[config.mk]
export PLATFORM = sky130hd
export DESIGN_NAME = shift_seq_arbiter_flat
export DESIGN_NICKNAME = d
export VERILOG_FILES = /design/src/rtl/shift_seq_pkg.sv /design/src/rtl/shift_seq_arbiter_if.sv /design/src/rtl/shift_core.sv /design/src/rtl/shift_seq_arbiter.sv /design/src/flat_wrapper.sv
export SDC_FILE = /design/constraint.sdc
export NUM_CORES = 1
export LEC_CHECK = 0
export ABC_AREA = 1
export BUFFER_PORTS_ARGS = -buffer_cell sky130_fd_sc_hd__buf_4
export CAP_MARGIN = 20
export CORE_UTILIZATION = 40
export CTS_BUF_LIST = sky130_fd_sc_hd__clkbuf_16
export DETAILED_ROUTE_END_ITERATION = 8
export MAX_ROUTING_LAYER = met4
export PLACE_DENSITY = 0.62
export SYNTH_ARGS = -nofsm -noshare
export SYNTH_HDL_FRONTEND = slang
export SYNTH_SLANG_ARGS = --single-unit
[constraint.sdc]
create_clock -name clk -period 1.8 [get_ports clk]
set_input_delay 0.09 -clock clk [delete_from_list [all_inputs] [get_ports clk]]
set_output_delay 0.09 -clock clk [all_outputs]
set_load 0.005 [all_outputs]
[src/rtl/shift_seq_pkg.sv]
// Shared types and constants for the serializer sequencer/arbiter.
package shift_seq_pkg;

  localparam int unsigned DEFAULT_WIDTH = 8;
  localparam int unsigned GAP_CNT_W     = 4;

  typedef enum logic [1:0] {
    IDLE  = 2'd0,
    SHIFT = 2'd1,
    PAUSE = 2'd2
  } state_t;

  // Two-way round-robin pick: a lone requester wins, ties go to ptr.
  function automatic logic arb_pick(input logic [1:0] valid, input logic ptr);
    logic pick;
    pick = ptr;
    case (valid)
      2'b01:   pick = 1'b0;
      2'b10:   pick = 1'b1;
      2'b11:   pick = ptr;
      default: pick = ptr;
    endcase
    return pick;
  endfunction

endpackage

[src/rtl/shift_seq_arbiter_if.sv]
// Requester handshake and serial output bundle of the serializer.
interface shift_seq_arbiter_if
  import shift_seq_pkg::*;
#(
  parameter int unsigned WIDTH = DEFAULT_WIDTH
);

  logic [1:0]       req_valid;
  logic [WIDTH-1:0] req_data0;
  logic [WIDTH-1:0] req_data1;
  logic [1:0]       req_ready;
  logic             ser_out;
  logic             ser_valid;
  logic             owner;
  logic             done;

  // Producer side: offers words, observes grants and the serial stream.
  modport master (
    output req_valid,
    output req_data0,
    output req_data1,
    input  req_ready,
    input  ser_out,
    input  ser_valid,
    input  owner,
    input  done
  );

  // Sequencer side.
  modport slave (
    input  req_valid,
    input  req_data0,
    input  req_data1,
    output req_ready,
    output ser_out,
    output ser_valid,
    output owner,
    output done
  );

endinterface

[src/rtl/shift_core.sv]
// WIDTH-bit left-shift register with parallel load; load wins over shift.
module shift_core
  import shift_seq_pkg::*;
#(
  parameter int unsigned WIDTH = DEFAULT_WIDTH
) (
  input  logic             clk,
  input  logic             rst,
  input  logic             load,
  input  logic [WIDTH-1:0] load_data,
  input  logic             shift,
  output logic             msb
);

  logic [WIDTH-1:0] sr;

  // Load a new word or shift left with zero fill; a full frame leaves sr at 0.
  always_ff @(posedge clk) begin
    if (rst) begin
      sr <= '0;
    end else if (load) begin
      sr <= load_data;
    end else if (shift) begin
      sr <= {sr[WIDTH-2:0], 1'b0};
    end
  end

  assign msb = sr[WIDTH-1];

endmodule

[src/rtl/shift_seq_arbiter.sv]
// Round-robin two-port arbiter sequencing load + WIDTH shifts per frame.
module shift_seq_arbiter
  import shift_seq_pkg::*;
#(
  parameter int unsigned WIDTH = DEFAULT_WIDTH,
  parameter int unsigned GAP   = 1
) (
  input  logic               clk,
  input  logic               rst,
  shift_seq_arbiter_if.slave bus
);

  localparam int unsigned CNT_W = (WIDTH > 1) ? $clog2(WIDTH) : 1;
  localparam logic [CNT_W-1:0]     LAST_BIT     = CNT_W'(WIDTH - 1);
  localparam logic [CNT_W-1:0]     PRE_LAST_BIT = CNT_W'(WIDTH - 2);
  localparam logic [GAP_CNT_W-1:0] LAST_GAP     = GAP_CNT_W'(GAP - 1);

  state_t               state;
  logic [CNT_W-1:0]     bit_cnt;
  logic [GAP_CNT_W-1:0] gap_cnt;
  logic                 ptr;
  logic                 owner_q;
  logic                 ser_valid_q;
  logic                 done_q;

  logic                 winner;
  logic [1:0]           ready_c;
  logic                 xfer;
  logic [WIDTH-1:0]     win_data;
  logic                 msb;

  // Grant only the arbitration winner, only in IDLE and never during reset.
  always_comb begin
    winner  = arb_pick(bus.req_valid, ptr);
    ready_c = 2'b00;
    if (state == IDLE && !rst) begin
      ready_c[winner] = bus.req_valid[winner];
    end
  end

  assign xfer     = |(ready_c & bus.req_valid);
  assign win_data = winner ? bus.req_data1 : bus.req_data0;

  // Sequencer FSM with bit/gap counters and registered status outputs.
  always_ff @(posedge clk) begin
    if (rst) begin
      state       <= IDLE;
      bit_cnt     <= '0;
      gap_cnt     <= '0;
      ptr         <= 1'b0;
      owner_q     <= 1'b0;
      ser_valid_q <= 1'b0;
      done_q      <= 1'b0;
    end else begin
      case (state)
        IDLE: begin
          if (xfer) begin
            state       <= SHIFT;
            bit_cnt     <= '0;
            owner_q     <= winner;
            ptr         <= ~winner;
            ser_valid_q <= 1'b1;
            done_q      <= 1'b0;
          end
        end
        SHIFT: begin
          if (bit_cnt == LAST_BIT) begin
            ser_valid_q <= 1'b0;
            done_q      <= 1'b0;
            gap_cnt     <= '0;
            state       <= (GAP > 0) ? PAUSE : IDLE;
          end else begin
            bit_cnt <= bit_cnt + CNT_W'(1);
            // done lines up with the cycle that presents the last bit
            done_q  <= (bit_cnt == PRE_LAST_BIT);
          end
        end
        PAUSE: begin
          if (gap_cnt == LAST_GAP) begin
            state <= IDLE;
          end else begin
            gap_cnt <= gap_cnt + GAP_CNT_W'(1);
          end
        end
        default: begin
          state <= IDLE;
        end
      endcase
    end
  end

  shift_core #(
    .WIDTH (WIDTH)
  ) u_core (
    .clk       (clk),
    .rst       (rst),
    .load      (xfer),
    .load_data (win_data),
    .shift     (state == SHIFT),
    .msb       (msb)
  );

  // The register drains to zero after a frame, so msb is already 0 when idle.
  assign bus.req_ready = ready_c;
  assign bus.ser_out   = msb;
  assign bus.ser_valid = ser_valid_q;
  assign bus.owner     = owner_q;
  assign bus.done      = done_q;

endmodule

[src/flat_wrapper.sv]
// flat-port wrapper written by rule: the top's interface ports become plain ports
module shift_seq_arbiter_flat import shift_seq_pkg::*;
#(
  parameter int unsigned WIDTH = DEFAULT_WIDTH,
  parameter int unsigned GAP   = 1
)
  (clk, rst, bus_req_valid, bus_req_data0, bus_req_data1, bus_req_ready, bus_ser_out, bus_ser_valid, bus_owner, bus_done);
  shift_seq_arbiter_if #(.WIDTH(WIDTH)) bus_i ();
  input  logic clk;
  input  logic rst;
  input wire logic [$bits(bus_i.req_valid)-1:0] bus_req_valid;
  input wire logic [$bits(bus_i.req_data0)-1:0] bus_req_data0;
  input wire logic [$bits(bus_i.req_data1)-1:0] bus_req_data1;
  output wire logic [$bits(bus_i.req_ready)-1:0] bus_req_ready;
  output wire logic [$bits(bus_i.ser_out)-1:0] bus_ser_out;
  output wire logic [$bits(bus_i.ser_valid)-1:0] bus_ser_valid;
  output wire logic [$bits(bus_i.owner)-1:0] bus_owner;
  output wire logic [$bits(bus_i.done)-1:0] bus_done;
  assign bus_i.req_valid = bus_req_valid;
  assign bus_i.req_data0 = bus_req_data0;
  assign bus_i.req_data1 = bus_req_data1;
  assign bus_req_ready = bus_i.req_ready;
  assign bus_ser_out = bus_i.ser_out;
  assign bus_ser_valid = bus_i.ser_valid;
  assign bus_owner = bus_i.owner;
  assign bus_done = bus_i.done;
  shift_seq_arbiter #(.WIDTH(WIDTH), .GAP(GAP)) u_core (.clk(clk), .rst(rst), .bus(bus_i));
endmodule
Word level (Yosys, flattened, before mapping). Index checks and enable logic that the tools add are counted.

Bits in registers: 21. Input port bits: 20. Output and inout port bits: 6. Word-level logic and storage cells: 66.

Add/sub/neg operators: 2. Magnitude comparators: 2. Equal/unequal tests: 11. Mux-type cells: 25. Bitwise gates (word level): 3. Reduce and logical (&&, ||, !) cells: 15.

Operator list (count): 8-bit two-way mux (3); 3-bit AND reduction (4); 2-bit two-way mux (4); 4-bit two-way mux (2); 4-bit one-hot mux with 2 select lines (1); 1-bit two-way mux (7); 3-bit == test (second input constant) (2); 3-bit two-way mux (2); 2-bit inequality test (second input constant) (3); 1-bit one-hot mux with 2 select lines (3); 2-bit one-hot mux with 3 select lines (1); 3-bit one-hot mux with 2 select lines (1); 2-bit nonzero test (3); 4-bit by 1-bit adder with 4-bit output (second input constant) (1); 2-bit bitwise AND (2); 2-bit by 1-bit == test with 1-bit output (second input constant) (2); 2-bit == test (second input constant) (2); 4-bit logical NOT (1); 2-bit by 1-bit inequality test with 1-bit output (second input constant) (2); 2-bit AND reduction (2); 3-bit by 1-bit adder with 3-bit output (second input constant) (1); 1-bit logical AND (2); 2-bit logical NOT (1); 1-bit by 2-bit < comparator with 1-bit output (second input constant) (1); other kinds (5) (5).

Depth between registers and ports, before layout. Gate-level depths: netlist (run 1).

Word-level depth: 12. Gate-level depth with buffers: 12. Mapped depth without buffers: 12.

Hierarchy. From an unflattened synthesis (run 1), not the netlist that was laid out.

Cell total of the unflattened synthesis: 184. Area total of the unflattened synthesis: 1189.9 µm².

By module, submodules not included: shift_seq_arbiter (times used 1, cells an instance 124, area an instance 790.8 µm², seq. area each 260.2 µm²); shift_core (times used 1, cells an instance 60, area an instance 399.1 µm², seq. area each 160.2 µm²).

Least setup slack after synthesis (run 1). OpenSTA, ideal clock, no wires.

Kind: register to register. From: register u_core.state[1]. To: register u_core.gap_cnt[3]. Library setup time: 0.122 ns. Data arrival time: 1.301 ns. Required time: 1.678 ns. Path slack: 0.377 ns. Stages on the path, launching flop included: 12. Path buffers: 1. Period minus slack after synthesis: 1.423 ns. Path through: dfxtp_1 inv_1 ha_1 buf_4 inv_2 nor2_2 nor2_1 nand2_2 inv_2 nand2_1 nor2_1 nor3b_2.

Cells in the longest elaborated chain, start to end: 3. Elaborated cells on any way between the ends: 7. Classes of those cells: eq/ne (4); mux (1); reduce/logical (2).

RTL lines: start, declared (line shift_seq_arbiter.sv:18) `state_t state;`; start signal, assigned (line shift_seq_arbiter.sv:71) `state <= (GAP > 0) ? PAUSE : IDLE;`; 2-bit == test or 2-bit by 1-bit == test with 1-bit output (tied branches) (line shift_seq_arbiter.sv:55) `case (state)`; 2-bit inequality test (no source line) (tied with other cells); 3-bit AND reduction (no source line); end signal, assigned (line shift_seq_arbiter.sv:82) `gap_cnt <= gap_cnt + GAP_CNT_W'(1);`; end, declared (line shift_seq_arbiter.sv:20) `logic [GAP_CNT_W-1:0] gap_cnt;`.

Parallel ways exist; a longest one is shown, timed or not. A chain may end at the register's enable or synchronous reset.

Final worst setup path (run 1).
From: register u_core.state[0]. To: register u_core.u_core.sr[0].

Cells in the longest elaborated chain, start to end: 6. Elaborated cells on any way between the ends: 8. Classes of those cells: eq/ne (1); mux (2); bitwise (1); reduce/logical (4).

RTL lines: 2-bit logical NOT (line shift_seq_arbiter.sv:36) `if (state == IDLE && !rst) begin`; 1-bit logical AND (line shift_seq_arbiter.sv:36); 2-bit two-way mux (line shift_seq_arbiter.sv:36); 2-bit bitwise AND (line shift_seq_arbiter.sv:41) `assign xfer = |(ready_c & bus.req_valid);`; 2-bit OR reduction (line shift_seq_arbiter.sv:41); 8-bit two-way mux or 2-bit nonzero test (tied branches); end signal, assigned (line shift_core.sv:22) `sr <= load_data;`; end signal, assigned (line shift_core.sv:24) `sr <= {sr[WIDTH-2:0], 1'b0};`; end, declared (line shift_core.sv:15) `logic [WIDTH-1:0] sr;`.

Parallel ways exist; a longest one is shown, timed or not.

==> results.txt, run 1 <==
----------------------------------------------------
[Clocking]
  Clock root buffer ... sky130_fd_sc_hd__clkbuf_16
  Count of cells resized by post-cts repair ... 0
  CTS Hold Bufs ... 0
  H-tree depth reported by CTS ... 1
  TritonCTS clock tree ... built
  Maximum root-to-sink buffer count ... 2
  Total clock sinks ... 21
  Clock-pin slew reported for the worst setup and hold paths after clock tree synthesis ... 0.06 ns
  Later-pin clock latency in the skew report ... 0.26 ns
  Number of buffers created by CTS ... 3
  Number of buffers inserted by post-CTS setup repair ... 0

[Synth]
  Seq/Total Area, Yosys ... 32.62%
  Number of distinct standard cells referenced by the synthesized netlist ... 26
  Cell types occupying the most area after synthesis ... sky130_fd_sc_hd__dfxtp_1, sky130_fd_sc_hd__nand2_1, sky130_fd_sc_hd__ha_1
  Synthesized netlist cell count ... 184
  Main flop type after synthesis ... sky130_fd_sc_hd__dfxtp_1
  Synthesized area per cell ... 7.004 um^2
  Portion of synthesized cell area occupied by the leading cell type ... 32.62%
  Syn nets ... 215
  Number of flops mapped to enable cells by yosys ... 0
  Most area-hungry cell type in the Yosys netlist ... sky130_fd_sc_hd__dfxtp_1
  Mapped cell area ... 1289 um^2
  Register bit total from synthesis ... 21
  Number of warnings printed during yosys synthesis ... 0
  Share of flip-flops with an asynchronous set or reset ... 0%

[Final layout]
  Highest-count cells in the layout ignoring fill and taps ... sky130_fd_sc_hd__nand2_1, sky130_fd_sc_hd__buf_4, sky130_fd_sc_hd__dfxtp_1, sky130_fd_sc_hd__inv_1, sky130_fd_sc_hd__nor2_1
  P&R area growth vs syn ... 23.20%
  Filler cells ... 332
  Nets ... 242
  Antenna diode instance count ... 0
  Leading cell type in the layout, fill and taps excluded ... sky130_fd_sc_hd__nand2_1
  Layout cell share with drive strength beyond 1 ... 23.81%
  Number of standard cells in the layout, taps in and fillers out ... 254

[STA]
  Maximum clock rate ... 0.6142 GHz
  Final Slew Violations ... 0
  Post-route setup TNS ... 0 ns
  Time the worst path needs with I/O delays and setup ... 1.628 ns
  Transition time of the tightest slew-check pin ... 0.4550 ns
  Final hold violation count ... 0
  Setup clock skew after layout ... 0.003471 ns
  Count of final setup violators ... 0
  Period utilisation layout ... 90.45%
  Unrepaired setup endpoints after global routing ... false
  Worst relative slew slack ... 69.63%
  Post-layout worst setup margin ... 0.1719 ns

[Power and ir drop]
  Switching component of the power ... 0.0005079 W
  Total power after layout ... 0.001517 W
  Power density normalized to cell area ... 955.4 nW/um^2
  Clock network power share ... 31.8%
  Comb power frac ... 30.9%
  Total leakage power ... 0.7326 nW
  P_int ... 0.001009 W
  Maximum resistive drop on vdd ... 0.5596 mV
  Sequential cell fraction of total power ... 37.3%
  Sw Ratio ... 33.48%

[Drt]
  Number of optimization iterations in the first detailed-route pass ... 4
  Residual DRC ... 0
  Average via count per standard cell ... 4.783
  Number of DRC markers after the initial detailed-route iteration ... 59
  Via Count ... 1215
  Overall routed net length ... 2.739 mm
  Wire per inst ... 10.78 um
  Detail Route Antenna Nets ... 0

[Job]
  Count of max-cap constraint violations ... 0

[Worst setup path]
  End of the worst register-to-register path ... u_core.u_core.sr[0]$_SDFFE_PP0P_
  Data arrival, critical path ... 1.78 ns
  Worst-case register-to-register setup slack ... 0.17 ns
  Type of element capturing the critical path ... flop
  Critical setup path kind ... flop to flop
  Maximum fanout along the worst path ... 11
  Required time at the worst-slack endpoint ... 1.95 ns
  Worst flop-to-flop path startpoint ... u_core.state[0]$_SDFFE_PP0P_
  Endpoint of the worst setup timing path ... u_core.u_core.sr[0]$_SDFFE_PP0P_
  Critical path startpoint category ... flop
  FF-to-FF path depth ... 9
  First element of the critical path ... u_core.state[0]$_SDFFE_PP0P_

[Placed design]
  Hpwl dp ... 2.162 mm
  Number of cells after detailed placement ... 250
  Pre-CTS setup slack ... 0.1615 ns
  Number of input and output port buffers inserted ... 25
  Final weighted congestion in routability-driven placement ... 0.8232

[Global route]
  Global-route usage over all layers ... 19.10%
  GR Util met1 ... 21.09%
  First-pass GRT wire length ... 4.830 mm
  Via count of the first global-routing pass ... 1172
  Met3 track demand over resource in global routing ... 2.857%
  Grt total ovfl ... 0
  Maximum number of pins on one net before global-route repair ... 15
  Antenna violations before repair ... 0
  Most used routing layer in global routing ... met2
  M2 GR Usage ... 33.77%

[Hold path]
  Worst hold stages ... 2
  Worst Hold Class ... input pin to flop

[Floorplan]
  Number of core rows ... 20
  Overall die width ... 58.76 um
  Initial core utilization ... 42.21%
  Die Area ... 3453 um^2
  DIE HEIGHT ... 58.76 um
  CORE AREA ... 3053 um^2
  Number of primary I/O pins ... 26

[Run status]
  Outcome ... completed

----------------------------------------------------
==> power by group through the flow <==
stage | clock network [W] | logic (W) | registers [W]
after CTS | 0.000487 | 0.000476 | 0.000568
after global routing | 0.000510 | 0.000546 | 0.000575
after detailed placement | 0 | 0.000475 | 0.000577
final | 0.000482 | 0.000469 | 0.000566
after floorplan | 0 | 0.000349 | 0.000569
after global placement | 0 | 0.000459 | 0.000574
==> final cells by class <==
cell class	instances	area (um^2)	share of cell area, %
well taps	44	55.05	3.467
clock inverters	1	5.005	0.3152
flip-flops and latches	21	420.4	26.48
inverters	23	86.33	5.437
repair buffers	26	195.2	12.29
multi-input cells	136	750.7	47.28
clock buffers	3	75.07	4.728
==> worst min-delay path by stage <==
stage,from,end,slack [ns]
floorplan,rst,u_core.bus.owner$_SDFFE_PP0P_,0.16
global placement,rst,u_core.u_core.sr[0]$_SDFFE_PP0P_,0.32
detailed placement,rst,u_core.bus.owner$_SDFFE_PP0P_,0.32
CTS,rst,u_core.bus.owner$_SDFFE_PP0P_,0.05
global route,rst,u_core.bus.owner$_SDFFE_PP0P_,0.06
finish,rst,u_core.bus.owner$_SDFFE_PP0P_,0.05
==> through the flow <==
| stage | utilization [%] | hold WS [ns] | instance area, um^2 |
|---|---|---|---|
| 2_1_floorplan | - | 0.1591 | 1289 |
| 3_3_place_gp | 49.39 | 0.3182 | 1508 |
| 5_1_grt | 52.01 | 0.05624 | 1588 |
| 3_5_place_dp | 49.39 | 0.3203 | 1508 |
| 6_report | 52.01 | 0.05028 | 1588 |
| 4_1_cts | 52.01 | 0.05112 | 1588 |
==> cell usage after synthesis (all sizes together), types with 4 or more instances <==
master  number
nor2        18
nand3       16
ha          11
nand2       66
inv         23
a31oi        7
o21ai        5
a21oi        6
dfxtp       21
buf          4
==> registers in the layout, summed over array words and instances (netlist names) <==
name,count
u_core.bit_cnt,3
u_core.bus.owner,1
u_core.bus.ser_valid,1
u_core.ptr,1
u_core.state,2
u_core.gap_cnt,4
u_core.bus.done,1
u_core.u_core.sr,8
==> routing by layer <==
metal,up-vias,wire length (um)
met5,-,0
met4,0,45
met3,5,112
met2,22,1311
met1,550,1268
li1,638,-
==> worst max-delay path: stages, from the launching register on <==
cell and delay [ns]:
sky130_fd_sc_hd__dfxtp_1 0.31, sky130_fd_sc_hd__inv_1 0.11, sky130_fd_sc_hd__ha_1 0.20, sky130_fd_sc_hd__nand2_1 0.08, sky130_fd_sc_hd__nor2_2 0.18, sky130_fd_sc_hd__nand3_2 0.14
sky130_fd_sc_hd__nand2_2 0.21, sky130_fd_sc_hd__inv_2 0.12, sky130_fd_sc_hd__nand3_1 0.08, sky130_fd_sc_hd__a21oi_1 0.07
==> cell families (layout without fill, tap and decap cells) <==
| family | after synthesis | count (layout) | share of synthesized area [%] |
|---|---|---|---|
| AO/OA/AOI/OAI | 20 | 20 | 9.127 |
| AND/OR/NAND/NOR | 105 | 105 | 38.45 |
| buffers and inverters | 27 | 53 | 9.125 |
| flip-flops | 21 | 21 | 32.62 |
| adder cells (fa/ha/maj) | 11 | 11 | 10.68 |
Power figures use the tool's default switching activity.
==> run 2, diff against run 1 <==
--- a/config.mk
+++ b/config.mk
@@ -7,7 +7,7 @@
 export LEC_CHECK = 0
 export ABC_AREA = 1
 export BUFFER_PORTS_ARGS = -buffer_cell sky130_fd_sc_hd__buf_4
-export CAP_MARGIN = 20
+export CORE_MARGIN = 2
 export CORE_UTILIZATION = 40
 export CTS_BUF_LIST = sky130_fd_sc_hd__clkbuf_16
 export DETAILED_ROUTE_END_ITERATION = 8
==> run 2 against run 1 <==
Net effect:
- count of clock-buffer cells in the layout unchanged
- core utilization increased by 0.57 points
- clock power decreased by 4%
- worst hold slack improved by 0.013 ns
- cell count increased by 0.39%
- sequential share of layout area decreased by 0.29 points
- highest routed layer unchanged
- via count increased by 0.99%
- flip-flop and latch count unchanged
- first-iteration DRC count decreased by 19%
==> results.txt, run 2 (same netlist as run 1, synthesis figures left out) <==
----------------------------------------------------
[Run status]
  Outcome ... completed

[Floorplan]
  Die Area ... 3692 um^2 (+6.9%)
  CORE AREA ... 3053 um^2 (unchanged)
  Initial core utilization ... 42.21% (unchanged)
  Number of core rows ... 20 (unchanged)
  DIE HEIGHT ... 60.76 um (+3.4%)
  Number of primary I/O pins ... 26 (unchanged)
  Overall die width ... 60.76 um (+3.4%)

[Final layout]
  Antenna diode instance count ... 0 (unchanged)
  Highest-count cells in the layout ignoring fill and taps ... sky130_fd_sc_hd__nand2_1, sky130_fd_sc_hd__buf_4, sky130_fd_sc_hd__dfxtp_1, sky130_fd_sc_hd__inv_1, sky130_fd_sc_hd__nor2_1
  Layout cell share with drive strength beyond 1 ... 24.17% (+0.36 points)
  P&R area growth vs syn ... 24.56%
  Largest registers ... u_core.u_core.sr (8), u_core.gap_cnt (4), u_core.bit_cnt (3)
  Number of flip-flops in the largest register ... 8 (unchanged)
  Largest register by flop count ... u_core.u_core.sr
  Area occupied by multi-input gates ... 760.7 um^2 (+1.3%)
  Filler cells ... 317 (-4.5%)
  Leading cell type in the layout, fill and taps excluded ... sky130_fd_sc_hd__nand2_1
  Nets ... 243 (+0.41%)
  Reg area ... 420.4 um^2 (unchanged)
  Number of standard cells in the layout, taps in and fillers out ... 255 (+0.39%)

[Worst setup path]
  Delay of the slowest critical-path stage ... 0.32 ns (about the same)
  Critical path startpoint category ... flop
  Type of element capturing the critical path ... flop
  Critical setup path kind ... flop to flop
  FF-to-FF path depth ... 9 (unchanged)
  End of the worst register-to-register path ... u_core.bit_cnt[0]$_SDFFE_PP0P_
  Worst-case register-to-register setup slack ... 0.22 ns (+0.05 ns)
  Crit path buffers/inverters ... 1 (-1)
  Maximum fanout along the worst path ... 4 (-7)
  Slowest library cell on the worst path ... sky130_fd_sc_hd__dfxtp_1
  Required time at the worst-slack endpoint ... 1.94 ns (about the same)
  Worst flop-to-flop path startpoint ... u_core.state[0]$_SDFFE_PP0P_
  Data arrival, critical path ... 1.72 ns (-0.06 ns)
  Kind of cell adding the most delay to the critical path ... simple AND/OR/NAND/NOR gates
  List of cells traversed by the critical path ... inv_1 -> ha_1 -> nand2_1 -> nor2_4 -> nand3_2 -> nand3_2 -> nand2_1 -> o21ai_0 -> nor2_1

[Drt]
  Via Count ... 1227 (+0.99%)
  Detail Route Antenna Nets ... 0 (unchanged)
  Wire per inst ... 10.62 um (-1.6%)
  Residual DRC ... 0 (unchanged)
  Number of optimization iterations in the first detailed-route pass ... 4 (unchanged)
  Overall routed net length ... 2.707 mm (-1.2%)
  Average via count per standard cell ... 4.812 (+0.59%)
  Number of DRC markers after the initial detailed-route iteration ... 48 (-19%)

[Clocking]
  Clock-pin slew reported for the worst setup and hold paths after clock tree synthesis ... 0.06 ns (about the same)
  H-tree depth reported by CTS ... 1 (unchanged)
  Clock root buffer ... sky130_fd_sc_hd__clkbuf_16
  Later-pin clock latency in the skew report ... 0.25 ns (about the same)
  TritonCTS clock tree ... built
  Number of buffers inserted by post-CTS setup repair ... 0 (unchanged)
  Maximum root-to-sink buffer count ... 2 (unchanged)
  Total clock sinks ... 21 (unchanged)
  Number of buffers created by CTS ... 3 (unchanged)

[STA]
  Final hold slack ... 0.06284 ns (+0.01256 ns)
  Time the worst path needs with I/O delays and setup ... 1.575 ns (-0.05271 ns)
  Count of final setup violators ... 0 (unchanged)
  Maximum clock rate ... 0.6348 GHz (+3.3%)
  Final Slew Violations ... 0 (unchanged)
  Final hold violation count ... 0 (unchanged)
  Post-route setup TNS ... 0 ns (unchanged)
  Period utilisation layout ... 87.52% (-2.9 points)
  Setup clock skew after layout ... 0.002435 ns (-0.001036 ns)
  Transition time of the tightest slew-check pin ... 0.4523 ns (-0.002760 ns)
  Worst relative slew slack ... 69.82% (+0.18 points)
  Unrepaired setup endpoints after global routing ... false

[Global route]
  Maximum number of pins on one net before global-route repair ... 15 (unchanged)
  GR Util met1 ... 18.83% (-2.3 points)
  Global-route usage over all layers ... 16.95% (-2.1 points)
  First-pass GRT wire length ... 4.602 mm (-4.7%)
  Via count of the first global-routing pass ... 1130 (-3.6%)
  Most used routing layer in global routing ... met2
  Antenna violations before repair ... 0 (unchanged)
  Met3 track demand over resource in global routing ... 3.198% (+0.34 points)
  M2 GR Usage ... 30.26% (-3.5 points)
  Grt total ovfl ... 0 (unchanged)

[Power and ir drop]
  Maximum resistive drop on vdd ... 0.5207 mV (-7.0%)
  Total power after layout ... 0.001525 W (+0.50%)
  Total leakage power ... 0.7388 nW (+0.85%)
  Power density normalized to cell area ... 949.7 nW/um^2 (-0.60%)

[Placed design]
  Number of input and output port buffers inserted ... 25 (unchanged)
  Final weighted congestion in routability-driven placement ... 0.7912 (-3.9%)
  Hpwl dp ... 2.080 mm (-3.8%)
  Number of cells after detailed placement ... 251 (+0.40%)

[Hold path]
  Hold wc startpoint ... rst
  Capture endpoint of the worst hold path ... u_core.bus.ser_valid$_SDFFE_PP0P_
  Worst Hold Class ... input pin to flop
  Worst hold stages ... 2 (unchanged)

[Job]
  Count of max-cap constraint violations ... 0 (unchanged)

----------------------------------------------------
run 2: changes by cell type in the layout (fill, tap and decap cells not counted), sizes merged:
cell,change
buf,+1
run 2: what timing repair did:
action                                  in CTS  in global routing
hold buffers                                 0                  0
resized for setup                            0                  2
endpoints found under the setup margin       0                  5
run 2: worst max path at each step:
stage	to	start	slack (ns)	cells past startpoint
after floorplan	u_core.gap_cnt[3]$_SDFFE_PP0P_	u_core.state[1]$_SDFFE_PP0P_	0.38	11
after global placement	u_core.u_core.sr[0]$_SDFFE_PP0P_	u_core.state[0]$_SDFFE_PP0P_	0.25	9
after detailed placement	u_core.u_core.sr[0]$_SDFFE_PP0P_	u_core.state[0]$_SDFFE_PP0P_	0.14	9
after CTS	u_core.u_core.sr[0]$_SDFFE_PP0P_	u_core.state[0]$_SDFFE_PP0P_	0.12	9
after global routing	u_core.state[0]$_SDFFE_PP0P_	u_core.state[0]$_SDFFE_PP0P_	0.02	10
final	u_core.bit_cnt[0]$_SDFFE_PP0P_	u_core.state[0]$_SDFFE_PP0P_	0.22	9
run 2: area by class of cell:
class,instances,area share [%]
clock buffers,3,4.677
multi-input cells,136,47.39
inverters,23,5.378
clock inverters,1,0.3118
flip-flops and latches,21,26.19
repair buffers,27,12.63
well taps,44,3.429
run 2: where the power goes:
group | internal, W | switching [W] | total (W)
Combinational | 0.000194 | 0.000300 | 0.000493
Clock | 0.000298 | 0.000167 | 0.000465
Sequential | 0.000528 | 0.0000379 | 0.000566
run 2: through the flow:
stage	cell area (um^2)	util, %	setup WS [ns]
2_1_floorplan	1289	-	0.3768
3_3_place_gp	1515	49.63	0.2527
3_5_place_dp	1515	49.63	0.1396
4_1_cts	1595	52.25	0.1151
5_1_grt	1605	52.58	0.02497
6_report	1605	52.58	0.2246
run 2: routing by layer:
layer,wire [um],up-vias
met4,31,0
li1,-,641
met5,0,-
met3,146,5
met2,1290,31
met1,1238,550
run 2: worst reg2reg max path, stage by stage, from the launching register on:
cell and delay [ns]:
sky130_fd_sc_hd__dfxtp_1 0.32, sky130_fd_sc_hd__inv_1 0.12, sky130_fd_sc_hd__ha_1 0.20, sky130_fd_sc_hd__nand2_1 0.10, sky130_fd_sc_hd__nor2_4 0.14, sky130_fd_sc_hd__nand3_2 0.14, sky130_fd_sc_hd__nand3_2 0.13, sky130_fd_sc_hd__nand2_1 0.10
sky130_fd_sc_hd__o21ai_0 0.17, sky130_fd_sc_hd__nor2_1 0.06
==> run 3, diff against run 2 <==
--- a/config.mk
+++ b/config.mk
@@ -8,11 +8,11 @@
 export ABC_AREA = 1
 export BUFFER_PORTS_ARGS = -buffer_cell sky130_fd_sc_hd__buf_4
 export CORE_MARGIN = 2
-export CORE_UTILIZATION = 40
+export CORE_UTILIZATION = 54
 export CTS_BUF_LIST = sky130_fd_sc_hd__clkbuf_16
 export DETAILED_ROUTE_END_ITERATION = 8
 export MAX_ROUTING_LAYER = met4
-export PLACE_DENSITY = 0.62
+export PLACE_DENSITY = 0.8
 export SYNTH_ARGS = -nofsm -noshare
 export SYNTH_HDL_FRONTEND = slang
 export SYNTH_SLANG_ARGS = --single-unit
==> run 3 against run 2 <==
Net effect:
- sequential share of layout area up 0.56 points
- global-route usage up 6.3 points
- highest routed layer unchanged
- fmax down 4.2%
==> results.txt, run 3 (same netlist as run 1, synthesis figures left out) <==
----------------------------------------------------
[Power and ir drop]
  Clock network power share ... 30.4% (about the same)
  Total power after layout ... 0.001514 W (-0.68%)
  Total leakage power ... 0.7349 nW (-0.53%)
  Maximum resistive drop on vdd ... 0.7196 mV (+38%)
  Power density normalized to cell area ... 963.5 nW/um^2 (+1.5%)
  Sequential cell fraction of total power ... 37.5% (+0.3 points)
  Comb power frac ... 32.1% (-0.2 points)
  Sw Ratio ... 33.33% (+0.24 points)
  P_int ... 0.001010 W (-1.0%)
  Switching component of the power ... 0.0005046 W (about the same)

[Final layout]
  Highest-count cells in the layout ignoring fill and taps ... sky130_fd_sc_hd__nand2_1, sky130_fd_sc_hd__buf_4, sky130_fd_sc_hd__dfxtp_1, sky130_fd_sc_hd__inv_1, sky130_fd_sc_hd__nor2_1
  P&R area growth vs syn ... 21.94%
  Largest register by flop count ... u_core.u_core.sr
  Reg area ... 420.4 um^2 (unchanged)
  Largest registers ... u_core.u_core.sr (8), u_core.gap_cnt (4), u_core.bit_cnt (3)
  Antenna diode instance count ... 0 (unchanged)
  Number of flip-flops in the largest register ... 8 (unchanged)
  Leading cell type in the layout, fill and taps excluded ... sky130_fd_sc_hd__nand2_1
  Filler cells ... 190 (-40%)
  Layout cell share with drive strength beyond 1 ... 23.33% (-0.84 points)
  Area occupied by multi-input gates ... 755.7 um^2 (-0.66%)
  Nets ... 242 (-0.41%)

[Drt]
  Via Count ... 1242 (+1.2%)
  Detail Route Antenna Nets ... 0 (unchanged)
  Residual DRC ... 0 (unchanged)
  Overall routed net length ... 2.878 mm (+6.3%)
  Number of DRC markers after the initial detailed-route iteration ... 28 (-42%)
  Wire per inst ... 12.09 um (+14%)
  Number of optimization iterations in the first detailed-route pass ... 4 (unchanged)
  Average via count per standard cell ... 5.218 (+8.5%)

[STA]
  Period utilisation layout ... 91.33% (+3.8 points)
  Post-route setup TNS ... 0 ns (unchanged)
  Unrepaired setup endpoints after global routing ... false
  Count of final setup violators ... 0 (unchanged)
  Final Slew Violations ... 0 (unchanged)
  Maximum clock rate ... 0.6083 GHz (-4.2%)
  Setup clock skew after layout ... 0.004236 ns (+0.001801 ns)
  Worst relative slew slack ... 70.27% (+0.45 points)
  Transition time of the tightest slew-check pin ... 0.4455 ns (-0.006775 ns)
  Time the worst path needs with I/O delays and setup ... 1.644 ns (+0.06848 ns)
  Final hold violation count ... 0 (unchanged)

[Floorplan]
  CORE AREA ... 2233 um^2 (-27%)
  Initial core utilization ... 57.70% (+15 points)
  Number of core rows ... 17 (-15%)
  Number of primary I/O pins ... 26 (unchanged)
  DIE HEIGHT ... 52.85 um (-13%)
  Die Area ... 2793 um^2 (-24%)
  Overall die width ... 52.85 um (-13%)

[Global route]
  Grt total ovfl ... 0 (unchanged)
  First-pass GRT wire length ... 4.740 mm (+3.0%)
  Antenna violations before repair ... 0 (unchanged)
  Global-route usage over all layers ... 23.23% (+6.3 points)
  Maximum number of pins on one net before global-route repair ... 15 (unchanged)
  Via count of the first global-routing pass ... 1197 (+5.9%)

[Hold path]
  Worst hold stages ... 2 (unchanged)
  Worst Hold Class ... input pin to flop

[Run status]
  Outcome ... completed

[Clocking]
  CTS Hold Bufs ... 0 (unchanged)
  Clock root buffer ... sky130_fd_sc_hd__clkbuf_16
  Maximum root-to-sink buffer count ... 2 (unchanged)
  TritonCTS clock tree ... built
  Clock-pin slew reported for the worst setup and hold paths after clock tree synthesis ... 0.06 ns (about the same)
  H-tree depth reported by CTS ... 1 (unchanged)
  Total clock sinks ... 21 (unchanged)
  Later-pin clock latency in the skew report ... 0.25 ns (about the same)
  Number of buffers created by CTS ... 3 (unchanged)

[Placed design]
  Hpwl dp ... 2.135 mm (+2.6%)
  Final weighted congestion in routability-driven placement ... 0.8939 (+13%)
  Number of input and output port buffers inserted ... 25 (unchanged)

[Worst setup path]
  Critical setup path kind ... flop to flop
  Type of element capturing the critical path ... flop
  Required time at the worst-slack endpoint ... 1.94 ns (about the same)
  Data arrival, critical path ... 1.78 ns (+0.06 ns)
  FF-to-FF path depth ... 10 (+1)
  Maximum fanout along the worst path ... 13 (+9)
  Critical path startpoint category ... flop

[Job]
  Count of max-cap constraint violations ... 0 (unchanged)

----------------------------------------------------
==> run 3: changes by cell type in the layout (fill, tap and decap cells not counted) <==
cell	change
sky130_fd_sc_hd__nand2_4	-1
sky130_fd_sc_hd__nand2_2	+1
sky130_fd_sc_hd__inv_1	+1
sky130_fd_sc_hd__clkinv_2	-1
sky130_fd_sc_hd__buf_4	-1
==> run 3: layout make-up <==
cell class	instances	area share [%]
multi-input cells	136	48.09
repair buffers	26	12.42
clock inverters	1	0.2389
clock buffers	3	4.777
inverters	23	5.494
flip-flops and latches	21	26.75
well taps	28	2.229
==> run 3: worst paths after layout <==
kind,start,end,slack [ns]
min,rst,u_core.state[1]$_SDFFE_PP0P_,0.07
min reg2reg,u_core.u_core.sr[6]$_SDFFE_PP0P_,u_core.u_core.sr[7]$_SDFFE_PP0P_,0.47
max reg2reg,u_core.state[1]$_SDFFE_PP0P_,u_core.gap_cnt[3]$_SDFFE_PP0P_,0.16
max,u_core.state[1]$_SDFFE_PP0P_,u_core.gap_cnt[3]$_SDFFE_PP0P_,0.16
==> run 3: power by group through the flow <==
stage	logic (W)	clock network, W	registers [W]
global placement	0.000452	0	0.000573
global route	0.000550	0.000476	0.000575
floorplan	0.000349	0	0.000569
finish	0.000486	0.000461	0.000568
detailed placement	0.000475	0	0.000577
CTS	0.000482	0.000464	0.000567
==> run 3: through the flow <==
step | area [um^2] | cells | hold WS (ns) | util, % | setup slack [ns]
floorplan | 1289 | 184 | 0.1591 | - | 0.3768
global placement | 1488 | 234 | 0.3171 | 66.61 | 0.2543
detailed placement | 1488 | 234 | 0.3222 | 66.61 | 0.1507
CTS | 1567 | 238 | 0.06479 | 70.14 | 0.09171
global route | 1572 | 238 | 0.08057 | 70.36 | 0.01904
finish | 1572 | 238 | 0.07199 | 70.36 | 0.1561
==> run 3: what timing repair did <==
item                                    4_1_cts  5_1_grt
gates resized for setup                       0        1
buffers inserted                              0        0
hold endpoints to repair                      0        0
endpoints found under the setup margin        0       11
==> run 3: critical path, cell delays in order (launching register included) <==
cell and delay (ns):
sky130_fd_sc_hd__dfxtp_1 0.36, sky130_fd_sc_hd__inv_1 0.09, sky130_fd_sc_hd__ha_1 0.21, sky130_fd_sc_hd__inv_2 0.19
sky130_fd_sc_hd__nor2_2 0.07, sky130_fd_sc_hd__nor2_1 0.13, sky130_fd_sc_hd__nand2_2 0.12, sky130_fd_sc_hd__inv_2 0.10
sky130_fd_sc_hd__nand2_1 0.07, sky130_fd_sc_hd__nor2_1 0.12, sky130_fd_sc_hd__nor3b_2 0.05
==> run 3: routing by layer <==
| metal | track usage [%] | vias up | routed length, um |
|---|---|---|---|
| li1 | - | 633 | - |
| met1 | 24.30 | 561 | 1213 |
| met2 | 43.13 | 40 | 1421 |
| met3 | 3.107 | 8 | 166 |
| met4 | 10.26 | 0 | 76 |
| met5 | - | - | 0 |
